[config.mk]
export PLATFORM = sky130hd
export DESIGN_NAME = vga_timing_gen
export DESIGN_NICKNAME = d
export VERILOG_FILES = /design/src/rtl/vga_pkg.sv /design/src/rtl/vga_axis_counter.sv /design/src/rtl/vga_timing_gen.sv
export SDC_FILE = /design/constraint.sdc
export NUM_CORES = 1
export LEC_CHECK = 0
export ABC_AREA = 1
export BUFFER_PORTS_ARGS = -buffer_cell sky130_fd_sc_hd__buf_2
export CORE_ASPECT_RATIO = 0.9
export CORE_MARGIN = 1.5
export CORE_UTILIZATION = 46
export CTS_BUF_LIST = sky130_fd_sc_hd__clkbuf_4 sky130_fd_sc_hd__clkbuf_8
export CTS_CLUSTER_SIZE = 40
export DETAILED_ROUTE_END_ITERATION = 16
export PLACE_DENSITY = 0.71
export SLEW_MARGIN = 20
export SYNTH_ARGS = -nofsm -noshare
export SYNTH_HDL_FRONTEND = slang
export SYNTH_SLANG_ARGS = --single-unit
[constraint.sdc]
create_clock -name clk -period 3.7 [get_ports clk]
set_input_delay 0.555 -clock clk [delete_from_list [all_inputs] [get_ports clk]]
set_output_delay 0.555 -clock clk [all_outputs]
set_load 0.02 [all_outputs]
[src/rtl/vga_pkg.sv]
// Shared types and constants for the parametrised VGA timing generator:
// pattern modes, the RGB332 colour-bar table and default 800x600@60 timing.
package vga_pkg;

  typedef enum logic [1:0] {
    PAT_SOLID   = 2'd0,
    PAT_BARS    = 2'd1,
    PAT_CHECKER = 2'd2,
    PAT_BLACK   = 2'd3
  } pat_mode_e;

  // Element 0 is the leftmost bar: white, yellow, cyan, green, magenta, red, blue, black
  localparam logic [7:0][7:0] BAR_RGB332 = {
    8'h00, 8'h03, 8'hE0, 8'hE3, 8'h1C, 8'h1F, 8'hFC, 8'hFF
  };

  localparam int DEF_H_SYNC   = 128;
  localparam int DEF_H_BACK   = 88;
  localparam int DEF_H_ACTIVE = 800;
  localparam int DEF_H_FRONT  = 40;
  localparam int DEF_V_SYNC   = 4;
  localparam int DEF_V_BACK   = 23;
  localparam int DEF_V_ACTIVE = 600;
  localparam int DEF_V_FRONT  = 1;

endpackage

[src/rtl/vga_axis_counter.sv]
// One timing axis: free-running position counter plus sync/active decode.
// Instantiated once for the horizontal and once for the vertical axis.
module vga_axis_counter #(
  parameter int SYNC   = 128,
  parameter int BACK   = 88,
  parameter int ACTIVE = 800,
  parameter int FRONT  = 40,
  parameter int CNT_W  = 12
) (
  input  logic             clk,
  input  logic             rst,
  input  logic             en,
  input  logic             wrap,
  output logic [CNT_W-1:0] count,
  output logic             at_last,
  output logic             sync_active,
  output logic             active,
  output logic [CNT_W-1:0] active_pos
);

  localparam logic [CNT_W-1:0] SYNC_END  = CNT_W'(SYNC);
  localparam logic [CNT_W-1:0] ACT_START = CNT_W'(SYNC + BACK);
  localparam logic [CNT_W-1:0] ACT_END   = CNT_W'(SYNC + BACK + ACTIVE);
  localparam logic [CNT_W-1:0] LAST      = CNT_W'(SYNC + BACK + ACTIVE + FRONT - 1);

  logic [CNT_W-1:0] count_q, count_d;

  always_comb begin
    count_d = count_q;
    if (en) begin
      count_d = wrap ? '0 : count_q + CNT_W'(1);
    end
  end

  always_ff @(posedge clk) begin
    if (rst) count_q <= '0;
    else     count_q <= count_d;
  end

  assign count       = count_q;
  assign at_last     = (count_q == LAST);
  assign sync_active = (count_q < SYNC_END);
  assign active      = (count_q >= ACT_START) && (count_q < ACT_END);
  assign active_pos  = active ? count_q - ACT_START : '0;

endmodule

[src/rtl/vga_timing_gen.sv]
// Parametrised VGA sync/DE/coordinate generator with built-in test patterns.
// Optional VGA_BORDER_EN draws a white one-pixel frame around the active area.
module vga_timing_gen
  import vga_pkg::*;
#(
  parameter int   H_SYNC    = DEF_H_SYNC,
  parameter int   H_BACK    = DEF_H_BACK,
  parameter int   H_ACTIVE  = DEF_H_ACTIVE,
  parameter int   H_FRONT   = DEF_H_FRONT,
  parameter int   V_SYNC    = DEF_V_SYNC,
  parameter int   V_BACK    = DEF_V_BACK,
  parameter int   V_ACTIVE  = DEF_V_ACTIVE,
  parameter int   V_FRONT   = DEF_V_FRONT,
  parameter logic H_POL     = 1'b0,
  parameter logic V_POL     = 1'b0,
  parameter int   RGB_W     = 8,
  parameter int   CNT_W     = 12,
  parameter int   CHK_SHIFT = 5
) (
  input  logic             clk,
  input  logic             rst,
  input  logic [1:0]       mode,
  input  logic [RGB_W-1:0] solid_rgb,
  output logic             vga_hs,
  output logic             vga_vs,
  output logic             vga_de,
  output logic [CNT_W-1:0] vga_x,
  output logic [CNT_W-1:0] vga_y,
  output logic [RGB_W-1:0] vga_rgb,
  output logic             frame_start,
  output logic             line_start
);

  localparam logic [CNT_W-1:0] BAR_LAST = CNT_W'(H_ACTIVE / 8 - 1);
`ifdef VGA_BORDER_EN
  localparam logic [CNT_W-1:0] X_LAST = CNT_W'(H_ACTIVE - 1);
  localparam logic [CNT_W-1:0] Y_LAST = CNT_W'(V_ACTIVE - 1);
`endif

  logic [CNT_W-1:0] h_cnt, h_pos, v_cnt, v_pos;
  logic             h_last, h_sync, h_act, v_last, v_sync, v_act;

  vga_axis_counter #(
    .SYNC(H_SYNC), .BACK(H_BACK), .ACTIVE(H_ACTIVE), .FRONT(H_FRONT), .CNT_W(CNT_W)
  ) u_h (
    .clk(clk), .rst(rst), .en(1'b1), .wrap(h_last),
    .count(h_cnt), .at_last(h_last), .sync_active(h_sync),
    .active(h_act), .active_pos(h_pos)
  );

  vga_axis_counter #(
    .SYNC(V_SYNC), .BACK(V_BACK), .ACTIVE(V_ACTIVE), .FRONT(V_FRONT), .CNT_W(CNT_W)
  ) u_v (
    .clk(clk), .rst(rst), .en(h_last), .wrap(v_last),
    .count(v_cnt), .at_last(v_last), .sync_active(v_sync),
    .active(v_act), .active_pos(v_pos)
  );

  pat_mode_e        mode_q, mode_d;
  logic [CNT_W-1:0] bar_cnt_q, bar_cnt_d;
  logic [2:0]       bar_idx_q, bar_idx_d;
  logic             hs_q, hs_d, vs_q, vs_d, de_q, de_d, fs_q, fs_d, ls_q, ls_d;
  logic [CNT_W-1:0] x_q, x_d, y_q, y_d;
  logic [RGB_W-1:0] rgb_q, rgb_d, pat_rgb;
  logic             frame_top;

  assign frame_top = (h_cnt == '0) && (v_cnt == '0);

  always_comb begin
    mode_d = mode_q;
    if (frame_top) mode_d = pat_mode_e'(mode);

    // Bar counter idles at zero outside active so each line starts on bar 0
    bar_cnt_d = '0;
    bar_idx_d = '0;
    if (h_act) begin
      if (bar_cnt_q == BAR_LAST) begin
        bar_cnt_d = '0;
        bar_idx_d = bar_idx_q + 3'd1;
      end else begin
        bar_cnt_d = bar_cnt_q + CNT_W'(1);
        bar_idx_d = bar_idx_q;
      end
    end

    case (mode_q)
      PAT_SOLID:   pat_rgb = solid_rgb;
      PAT_BARS:    pat_rgb = RGB_W'(BAR_RGB332[bar_idx_q]);
      PAT_CHECKER: pat_rgb = (h_pos[CHK_SHIFT] ^ v_pos[CHK_SHIFT]) ? '1 : '0;
      default:     pat_rgb = '0;
    endcase
`ifdef VGA_BORDER_EN
    if (h_pos == '0 || h_pos == X_LAST || v_pos == '0 || v_pos == Y_LAST) pat_rgb = '1;
`endif

    de_d  = h_act && v_act;
    hs_d  = h_sync ? H_POL : ~H_POL;
    vs_d  = v_sync ? V_POL : ~V_POL;
    x_d   = de_d ? h_pos : '0;
    y_d   = de_d ? v_pos : '0;
    rgb_d = de_d ? pat_rgb : '0;
    fs_d  = frame_top;
    ls_d  = (h_cnt == '0);
  end

  always_ff @(posedge clk) begin
    if (rst) begin
      mode_q    <= PAT_SOLID;
      bar_cnt_q <= '0;
      bar_idx_q <= '0;
      hs_q      <= ~H_POL;
      vs_q      <= ~V_POL;
      de_q      <= 1'b0;
      x_q       <= '0;
      y_q       <= '0;
      rgb_q     <= '0;
      fs_q      <= 1'b0;
      ls_q      <= 1'b0;
    end else begin
      mode_q    <= mode_d;
      bar_cnt_q <= bar_cnt_d;
      bar_idx_q <= bar_idx_d;
      hs_q      <= hs_d;
      vs_q      <= vs_d;
      de_q      <= de_d;
      x_q       <= x_d;
      y_q       <= y_d;
      rgb_q     <= rgb_d;
      fs_q      <= fs_d;
      ls_q      <= ls_d;
    end
  end

  assign vga_hs      = hs_q;
  assign vga_vs      = vs_q;
  assign vga_de      = de_q;
  assign vga_x       = x_q;
  assign vga_y       = y_q;
  assign vga_rgb     = rgb_q;
  assign frame_start = fs_q;
  assign line_start  = ls_q;

endmodule

* Yosys cells after proc, flatten, opt, wreduce, memory -nomap -nowiden
Memories as Yosys holds them, arrays and structs flattened. A register that Yosys moved wholly into a read port is not among the register bits. Cells that the tools add are included. Widths: inputs -> output; s select.
Storage, ports and cells: flip-flop bits (word level) 78, memories kept 1, word-level logic and storage cells 61, output and inout port bits 37, bits of input ports 12, memory bits (read-only) 64
Cells by class: order comparisons 7, bitwise operators 4, equal/unequal tests 5, reduce and logical (&&, ||, !) cells 13, add/sub/neg operators 6, muxes and demuxes 10
Memory list:
- (no name shown) | depth 8, bits a word 8, rd ports 1, clocked after Yosys merged registers in 1, wr ports 0, line vga_timing_gen.sv:88 | PAT_BARS: pat_rgb = RGB_W'(BAR_RGB332[bar_idx_q]);
Operator list (number):
- $add 12x1->12 const B | 3
- $logic_not 12->1 | 2
- $lt 12x10->1 const B | 2
- $pmux 8 s3 | 1
- $mux 8 | 2
- $eq 12x10->1 const B | 1
- $eq 12x11->1 const B | 1
- $eq 12x7->1 const B | 1
- $ge 12x5->1 const B | 1
- $ge 12x8->1 const B | 1
- $lt 12x3->1 const B | 1
- $lt 12x8->1 const B | 1
- $mux 12 | 1
- $mux 6 | 2
- $sub 12x5->12 const B | 1
- $sub 12x8->12 const B | 1
- $reduce_or 3->1 | 3
- $mux 3 | 2
- $reduce_or 2->1 | 3
- $logic_and 1x1->1 | 4
- $lt 3x4->1 const B | 1
- $add 3x1->3 const B | 1
- $not 1->1 | 3
- $eq 2x1->1 const B | 1
- other kinds (4) | 5

* Depth between registers and ports, before layout
Gate-level depths: netlist of the first run.
depth after elaboration 6, gate-level depth with buffers 13, mapped depth without buffers 12

* Hierarchy
From an unflattened synthesis of the first run, not the netlist that was laid out.
Unflattened totals: cells, all modules 606, area total of the unflattened synthesis 4018.9 sq um
By module, submodules not included:
- vga_timing_gen | area an instance 2182.1 sq um, times used 1, cells each 295, sequential area each 1141.1 sq um
- vga_axis_counter (u_v) | area an instance 967.2 sq um, times used 1, cells each 163, sequential area each 240.2 sq um
- vga_axis_counter (u_h) | area an instance 869.6 sq um, times used 1, cells each 148, sequential area each 240.2 sq um

* Worst setup path before layout of the first run
No wires, ideal clock.
path kind flip-flop to flip-flop, start reg u_v.count_q[0], in the netlist u_v.count[0], end reg rgb_q[0], in the netlist vga_rgb[0], arrival 1.529 ns, clock period less this slack 1.638 ns, required time 3.591 ns, path buffers 0, slack 2.062 ns, setup time 0.109 ns, stages on the path, launching flop included 13, path through dfxtp_1 ha_1 inv_1 nand2_2 nand2_2 nand3_2 nand3_1 nor2_1 nand2_2 nand3_4 nand3_1 nand2_1 inv_1
On the way: cells in the longest elaborated chain, start to end 6, elaborated cells on any way between the ends 11, those cells by class add/sub: 1; order compare: 2; mux: 3; bitwise: 2; reduce/logical: 3
RTL lines:
- start, declared | line vga_axis_counter.sv:26 | logic [CNT_W-1:0] count_q, count_d;
- start signal, assigned | line vga_axis_counter.sv:37 | else count_q <= count_d;
- $ge 12x5->1 or $lt 12x10->1 (tied branches) | line vga_axis_counter.sv:43 | assign active = (count_q >= ACT_START) && (count_q < ACT_END);
- $logic_and 1x1->1 | line vga_axis_counter.sv:43
- $mux 6 | line vga_axis_counter.sv:44 | assign active_pos = active ? count_q - ACT_START : '0;
- $xor 1x1->1 | line vga_timing_gen.sv:89 | PAT_CHECKER: pat_rgb = (h_pos[CHK_SHIFT] ^ v_pos[CHK_SHIFT]) ? '1 : '0;
- $mux 8 | line vga_timing_gen.sv:89
- $pmux 8 s3 | line vga_timing_gen.sv:86 | case (mode_q)
- end signal, assigned | line vga_timing_gen.sv:128 | rgb_q <= rgb_d;
- end, declared | line vga_timing_gen.sv:64 | logic [RGB_W-1:0] rgb_q, rgb_d, pat_rgb;
Parallel ways exist; a longest one is shown, timed or not. A chain may end at the register's enable or synchronous reset.

* Final worst setup path of the first run
start reg u_v.count_q[0], in the netlist u_v.count[0], end reg y_q[4], in the netlist vga_y[4]
On the way: cells in the longest elaborated chain, start to end 5, elaborated cells on any way between the ends 8, those cells by class add/sub: 1; order compare: 2; bitwise: 2; reduce/logical: 3
RTL lines:
- $ge 12x5->1 or $lt 12x10->1 (tied branches) | line vga_axis_counter.sv:43
- $logic_and 1x1->1 | line vga_axis_counter.sv:43
- $logic_and 1x1->1 | line vga_timing_gen.sv:96 | de_d = h_act && v_act;
- $not 1->1 (no source line)
- $reduce_or 3->1 (no source line)
- end signal, assigned | line vga_timing_gen.sv:127 | y_q <= y_d;
- end, declared | line vga_timing_gen.sv:63 | logic [CNT_W-1:0] x_q, x_d, y_q, y_d;
Parallel ways exist; a longest one is shown, timed or not.

==> reports/qor.csv, run 1 <==
stage;metric;value;unit
outcome;outcome;finished, final reports clean;
synth;synthTopCellsByArea;dfxtp_1 (45%), nand2_1 (9.8%), nor2_1 (8.3%);
route;drcViolationCount;0;
worst_setup_path;cpMostUsedCell;nand2_2;
die;die-area;8400;um^2
flow_run;cap_violations;0;
clock_tree;post_cts_buffers;0;
pwr;p_leak;0.00199;uW
clock_tree;cts_resized;0;
timing;fin_crit;2.09;ns
global_route;antenna_found_initial;0;
die;rows;30;
synth;yosysWarnings;0;
synth;netlist.area_leader.share;44.9;%
global_route;grt_pass1_vias;2809;
synth;synthArstFlopShare;0;%
worst_setup_path;crit_type;flip-flop to flip-flop;
worst_setup_path;r2r_slack;1.61;ns
worst_setup_path;cp_num_buf_inv;2;
synth;syn_area;3610;um^2
route;drt-initial-drc-count;186;
finish;nets;550;
worst_setup_path;critical_path.endpoint_type;flip-flop;
clock_tree;cts_buffers;9;
route;wl;7.55;mm
place;portBuffers;48;
timing;drv_slew;0;
place;pre_cts_ws;1.61;ns
finish;drive_gt1_share;17.2;%
die;initial_core_util;47.7;%
route;viasPerCell;4.88;
synth;ys_ff_latch;81;
worst_setup_path;cp_top_family;simple AND/OR/NAND/NOR gates;
timing;period_share;56.5;%
clock_tree;numClockSinks;81;
die;die_h;87.1;um
synth;postSynthAreaPerCell;7.52;um^2
route;firstDrtPassIters;4;
clock_tree;cts_tree;done;
die;core-area;7580;um^2
finish;syn_to_final_growth;14.1;%
synth;yosys.area.top_type;dfxtp_1;
clock_tree;worst_skew_pair.late_latency;0.35;ns
worst_setup_path;critPathLaunchType;flip-flop;
timing;max_slew_margin;61.6;%
die;pin_count;49;
synth;synth_edf_count;0;
synth;ys_types;31;
route;drt-wirelength-per-cell;11.9;um
synth;synth_cells;481;
clock_tree;clock_path_buffers;2;
synth;yosysMostFrequentCell;nand2_1;
global_route;grt_start_max_net_pins;22;
synth;syn_nets;500;
timing;setup-tns-final;0;ns
timing;tightest_slew;0.571;ns
timing;final_hold_viol_count;0;
hold_path;hold_path.class;primary input to flip-flop;
pwr;p_per_area;407;nW/um^2
clock_tree;clk_pin_slew_worst_paths;0.08;ns
global_route;grt-ovfl-total;0;
die;die_w;96.4;um
worst_setup_path;cp_cell_sequence;ha_1, inv_1, nand2_2, nand2_2, nand3_2, nand3_1, nor2_4, inv_2, nor3b_1;
clock_tree;cts_root_buf;clkbuf_8;
clock_tree;postCtsHoldBufs;0;
timing;setup_ws;1.61;ns
finish;antenna_cells;0;
worst_setup_path;cpPeakStageDelay;0.46;ns
global_route;grt_usage;19.5;%
place;hpwlAfterDp;5.62;mm
finish;n_fill_cell;738;
synth;yosys-top-cells-count;nand2_1 (94), dfxtp_1 (81), nor2_1 (80);
worst_setup_path;worstPathArrival;2.36;ns
route;via_count;3083;
timing;setup_violations;0;
route;antenna_left;0;
place;gp_congestion;0.966;
worst_setup_path;crit_required;3.96;ns
synth;seq_area_frac_synth;44.9;%
worst_setup_path;cp_max_fo;21;
worst_setup_path;critical-path-slowest-cell;dfxtp_1;
synth;ys.flop_type;dfxtp_1;
pwr;ir_drop;0.223;mV
global_route;grt_pass1_wl;12.5;mm
timing;fmax;478;MHz
clock_tree;htree_levels;3;
timing;clock_skew;0.0112;ns
timing;rsz0062_at_grt;false;
==> worst reg2reg max path, cell delays in order, from the launching register on <==
cell     delay, ns
dfxtp_1       0.46
ha_1          0.26
inv_1         0.10
nand2_2       0.12
nand2_2       0.09
nand3_2       0.10
nand3_1       0.13
nor2_4        0.28
inv_2         0.24
nor3b_1       0.23
==> final timing paths <==
kind	to	cells past startpoint	from
max	vga_y[4]	9	u_v.count[0]
max reg2reg	vga_y[4]	9	u_v.count[0]
min reg2reg	bar_cnt_q[0]	1	bar_cnt_q[0]
min	u_v.count[10]	2	rst
==> where the power goes <==
group,switching [uW],leakage [uW],internal [uW]
Clock,332,0.000108,386
Combinational,46.2,0.00123,26.1
Sequential,7.59,0.000655,880
Total,385,0.00199,1290
==> flip-flops by register name, summed over array words and instances, names as in the netlist, named ones only <==
name	count
vga_hs	1
vga_y	12
vga_x	12
u_h.count	12
vga_rgb	8
vga_vs	1
u_v.count	12
mode_q	2
bar_idx_q	3
bar_cnt_q	12
frame_start	1
vga_de	1
line_start	1
==> cell families (layout without fill, tap and decap cells) <==
family / count (synthesis) / after routing / share of synthesized area [%]
flops: 81 / 81 / 44.9
other cells: 1 / 1 / 0.104
fa+ha+maj: 7 / 7 / 2.42
buf+inv: 77 / 132 / 9.28
simple gates: 255 / 255 / 31.8
xor+xnor: 23 / 23 / 5.57
compound gates: 37 / 37 / 5.99
==> cell type report <==
class / instances / area [um^2] / area share (%)
Clock buffer: 9 / 124 / 3.00
Sequential cell: 81 / 1620 / 39.3
Inverter: 68 / 256 / 6.22
Multi-Input combinational cell: 323 / 1660 / 40.2
Timing Repair Buffer: 48 / 240 / 5.83
Clock inverter: 7 / 104 / 2.52
Tap cell: 96 / 120 / 2.91
==> cells in the final DEF, fill, tap and decap left out, types with 3 or more instances in the layout <==
cell type and count:
nor3_1 8, nand2_2 6, nor4_1 4, nor2_2 4, inv_2 5, clkbuf_8 9
inv_1 62, o21ai_0 10, a21oi_2 5, xor2_1 19, dfxtp_1 81, nor2_1 80
nor3b_1 3, buf_2 48, nand2_1 94, ha_1 7, xnor2_1 4, a21oi_1 17
nand3_1 38, nand4_1 12
==> metal layers <==
metal,wire length [um],track usage (%),share of wire [%]
met1,3570,25.2,47
met4,85,7.11,1.1
met5,0,0,0
met3,386,4.89,5.1
met2,3500,31.2,46
==> through the flow <==
| step | cell area [um^2] | power, uW | hold WS, ns | util, % | instances |
|---|---|---|---|---|---|
| global placement | 3900 | 979 | 0.430 | 51.4 | 616 |
| floorplan | 3610 | 957 | 0.417 | - | 481 |
| CTS | 4120 | 1700 | 0.437 | 54.4 | 632 |
| global route | 4120 | 1740 | 0.443 | 54.4 | 632 |
| finish | 4120 | 1680 | 0.450 | 54.4 | 632 |
| detailed placement | 3900 | 980 | 0.444 | 51.4 | 616 |
(Power assumes the default switching activity.)
==> run 2, diff against run 1 <==
- PLACE_DENSITY: 0.71 -> 0.74
- clock period: 3.7 -> 1.75 ns (I/O delays scaled with it)
==> reports/qor.csv, run 2 (same netlist as run 1, synthesis figures left out) <==
stage;metric;value;unit;change
outcome;outcome;finished, violations left;;was finished, final reports clean
outcome;violations;negative setup slack;;
die;core-area;7580;um^2;unchanged
route;wl;8.35;mm;was 7.55 mm
worst_setup_path;endpoint;vga_y[1];;was vga_y[4]
timing;rsz0062_at_grt;true;;was false
die;die_h;87.1;um;unchanged
worst_setup_path;worstReg2RegStart;u_h.count[4];;was u_v.count[0]
timing;setup_ws;-0.00714;ns;was 1.61 ns
global_route;grt_pass1_wl;12.7;mm;was 12.5 mm
worst_setup_path;r2r_slack;-0.007;ns;was 1.61 ns
global_route;antenna_found_initial;0;;unchanged
place;pre_cts_ws;0.0256;ns;was 1.61 ns
route;drcViolationCount;0;;unchanged
clock_tree;postCtsHoldBufs;0;;unchanged
clock_tree;clock_path_buffers;2;;unchanged
worst_setup_path;critPathLaunch;u_h.count[4];;was u_v.count[0]
place;hpwlAfterDp;5.73;mm;was 5.62 mm
global_route;use_met3;5.15;%;was 4.89%
timing;period_share;100;%;was 56.5%
timing;fmax;569;MHz;was 478 MHz
clock_tree;htree_levels;3;;unchanged
place;portBuffers;48;;unchanged
worst_setup_path;critical_path.endpoint_type;flip-flop;;unchanged
route;antenna_left;0;;unchanged
global_route;met2_usage;32.5;%;was 31.2%
worst_setup_path;crit_required;2.04;ns;was 3.96 ns
pwr;ir_drop;0.507;mV;was 0.223 mV
finish;multiInputGateArea;1790;um^2;was 1660 um^2
clock_tree;worst_skew_pair.late_latency;0.36;ns;was 0.35 ns
timing;drv_slew;0;;unchanged
finish;seq_area;1640;um^2;was 1620 um^2
die;pin_count;49;;unchanged
worst_setup_path;cp_max_fo;8;;was 21
route;drt-wirelength-per-cell;12.7;um;was 11.9 um
timing;clock_skew;0.0140;ns;was 0.0112 ns
route;firstDrtPassIters;7;;was 4
pwr;p_leak;0.00213;uW;was 0.00199 uW
route;via_count;3274;;was 3,083
pwr;p_switching;805;uW;was 385 uW
place;gp_congestion;0.957;;was 0.966
pwr;p_clk_share;43.0;%;was 42.8%
die;die-area;8400;um^2;unchanged
pwr;p_int;2770;uW;was 1290 uW
finish;syn_to_final_growth;24.2;%;was 14.1%
clock_tree;cts_root_buf;clkbuf_8;;unchanged
timing;final_hold_viol_count;0;;unchanged
worst_setup_path;worstPathArrival;2.05;ns;was 2.36 ns
clock_tree;numClockSinks;81;;unchanged
global_route;grt_usage;19.7;%;was 19.5%
worst_setup_path;rr_endpoint;vga_y[1];;was vga_y[4]
finish;nets;573;;was 550
die;initial_core_util;47.7;%;unchanged
global_route;grt-ovfl-total;0;;unchanged
die;die_w;96.4;um;unchanged
finish;final_common_cell;nand2_1;;unchanged
global_route;grt_start_max_net_pins;15;;was 22
worst_setup_path;crit_type;flip-flop to flip-flop;;unchanged
finish;n_fill_cell;697;;was 738
global_route;grt_pass1_vias;2874;;was 2,809
timing;fin_crit;1.76;ns;was 2.09 ns
finish;antenna_cells;0;;unchanged
worst_setup_path;r2r_cells;10;;was 9
timing;tightest_slew;0.506;ns;was 0.571 ns
clock_tree;clk_pin_slew_worst_paths;0.09;ns;was 0.08 ns
worst_setup_path;critPathLaunchType;flip-flop;;unchanged
timing;setup_violations;1;;was 0
timing;max_slew_margin;66.1;%;was 61.6%
pwr;swShare;22.5;%;was 23.0%
clock_tree;cts_tree;done;;unchanged
finish;drive_gt1_share;27.2;%;was 17.2%
pwr;seqPwrFrac;52.5;%;was 52.9%
flow_run;cap_violations;0;;unchanged
die;rows;30;;unchanged
finish;final_cell_mix;nand2_1 (89), dfxtp_1 (71), nor2_1 (66);;was nand2_1 (94), dfxtp_1 (81), nor2_1 (80)
clock_tree;cts_buffers;9;;unchanged
pwr;combinationalPowerShare;4.6;%;was 4.3%
global_route;use_met1;24.5;%;was 25.2%
hold_path;hold_path.class;primary input to flip-flop;;unchanged
pwr;p_per_area;796;nW/um^2;was 407 nW/um^2
global_route;grt_busiest_layer;met2;;unchanged
route;drt-initial-drc-count;121;;was 186
route;viasPerCell;5.00;;was 4.88
pwr;power;3570;uW;was 1680 uW
-- run 2: what timing repair did --
item                       4_1_cts  5_1_grt
buffers inserted                 0        6
pin swaps                        0       10
setup endpoints to repair        8       44
gates cloned                     0        1
resized for setup                2       50
-- run 2: final cells by class --
| type | instances | area share, % |
|---|---|---|
| Timing Repair Buffer | 71 | 10.0 |
| Sequential cell | 81 | 36.5 |
| Clock inverter | 6 | 2.01 |
| Multi-Input combinational cell | 323 | 39.8 |
| Clock buffer | 10 | 3.07 |
| Inverter | 68 | 5.88 |
| Tap cell | 96 | 2.68 |
-- run 2: power groups by stage --
stage               Sequential, uW  Combinational, uW  Clock [uW]
detailed placement            1920                160           0
global placement              1920                157           0
CTS                           1880                161        1560
global route                  1880                188        1640
finish                        1880                163        1530
floorplan                     1930               94.9           0
-- run 2: metrics by stage --
step                instances  area (um^2)  hold slack, ns  utilization [%]   TNS, ns
floorplan                 481         3610           0.332                -         0
global placement          632         4030           0.430             53.1         0
detailed placement        632         4030           0.445             53.1         0
CTS                       648         4260           0.167             56.2         0
global route              655         4490           0.178             59.2    -0.560
finish                    655         4490           0.174             59.2  -0.00714
-- run 2: routing by layer --
metal,share of wire (%),vias to the layer above,routed length [um]
met2,48,99,4050
met4,1.8,0,147
li1,-,1662,-
met3,4.5,19,378
met1,45,1494,3770
met5,0,-,0
-- run 2: how the worst min path moves through the flow --
stage | from | end | slack [ns] | cells past startpoint
after detailed placement | bar_cnt_q[0] | bar_cnt_q[0] | 0.44 | 1
after global routing | rst | u_v.count[11] | 0.18 | 2
after CTS | rst | u_v.count[11] | 0.17 | 2
after global placement | bar_cnt_q[0] | bar_cnt_q[0] | 0.43 | 1
after floorplan | rst | u_v.count[10] | 0.33 | 1
final | rst | u_v.count[11] | 0.17 | 2
-- run 2: worst max-delay path, cell delays in order (launching register included) --
cell and delay, ns:
dfxtp_4 0.38, ha_4 0.15, inv_4 0.04, nor2_4 0.10
nand4_1 0.13, nand2_2 0.16, nand3_4 0.13, nor2_4 0.18
clkinv_4 0.13, clkbuf_16 0.19, nor2_1 0.09
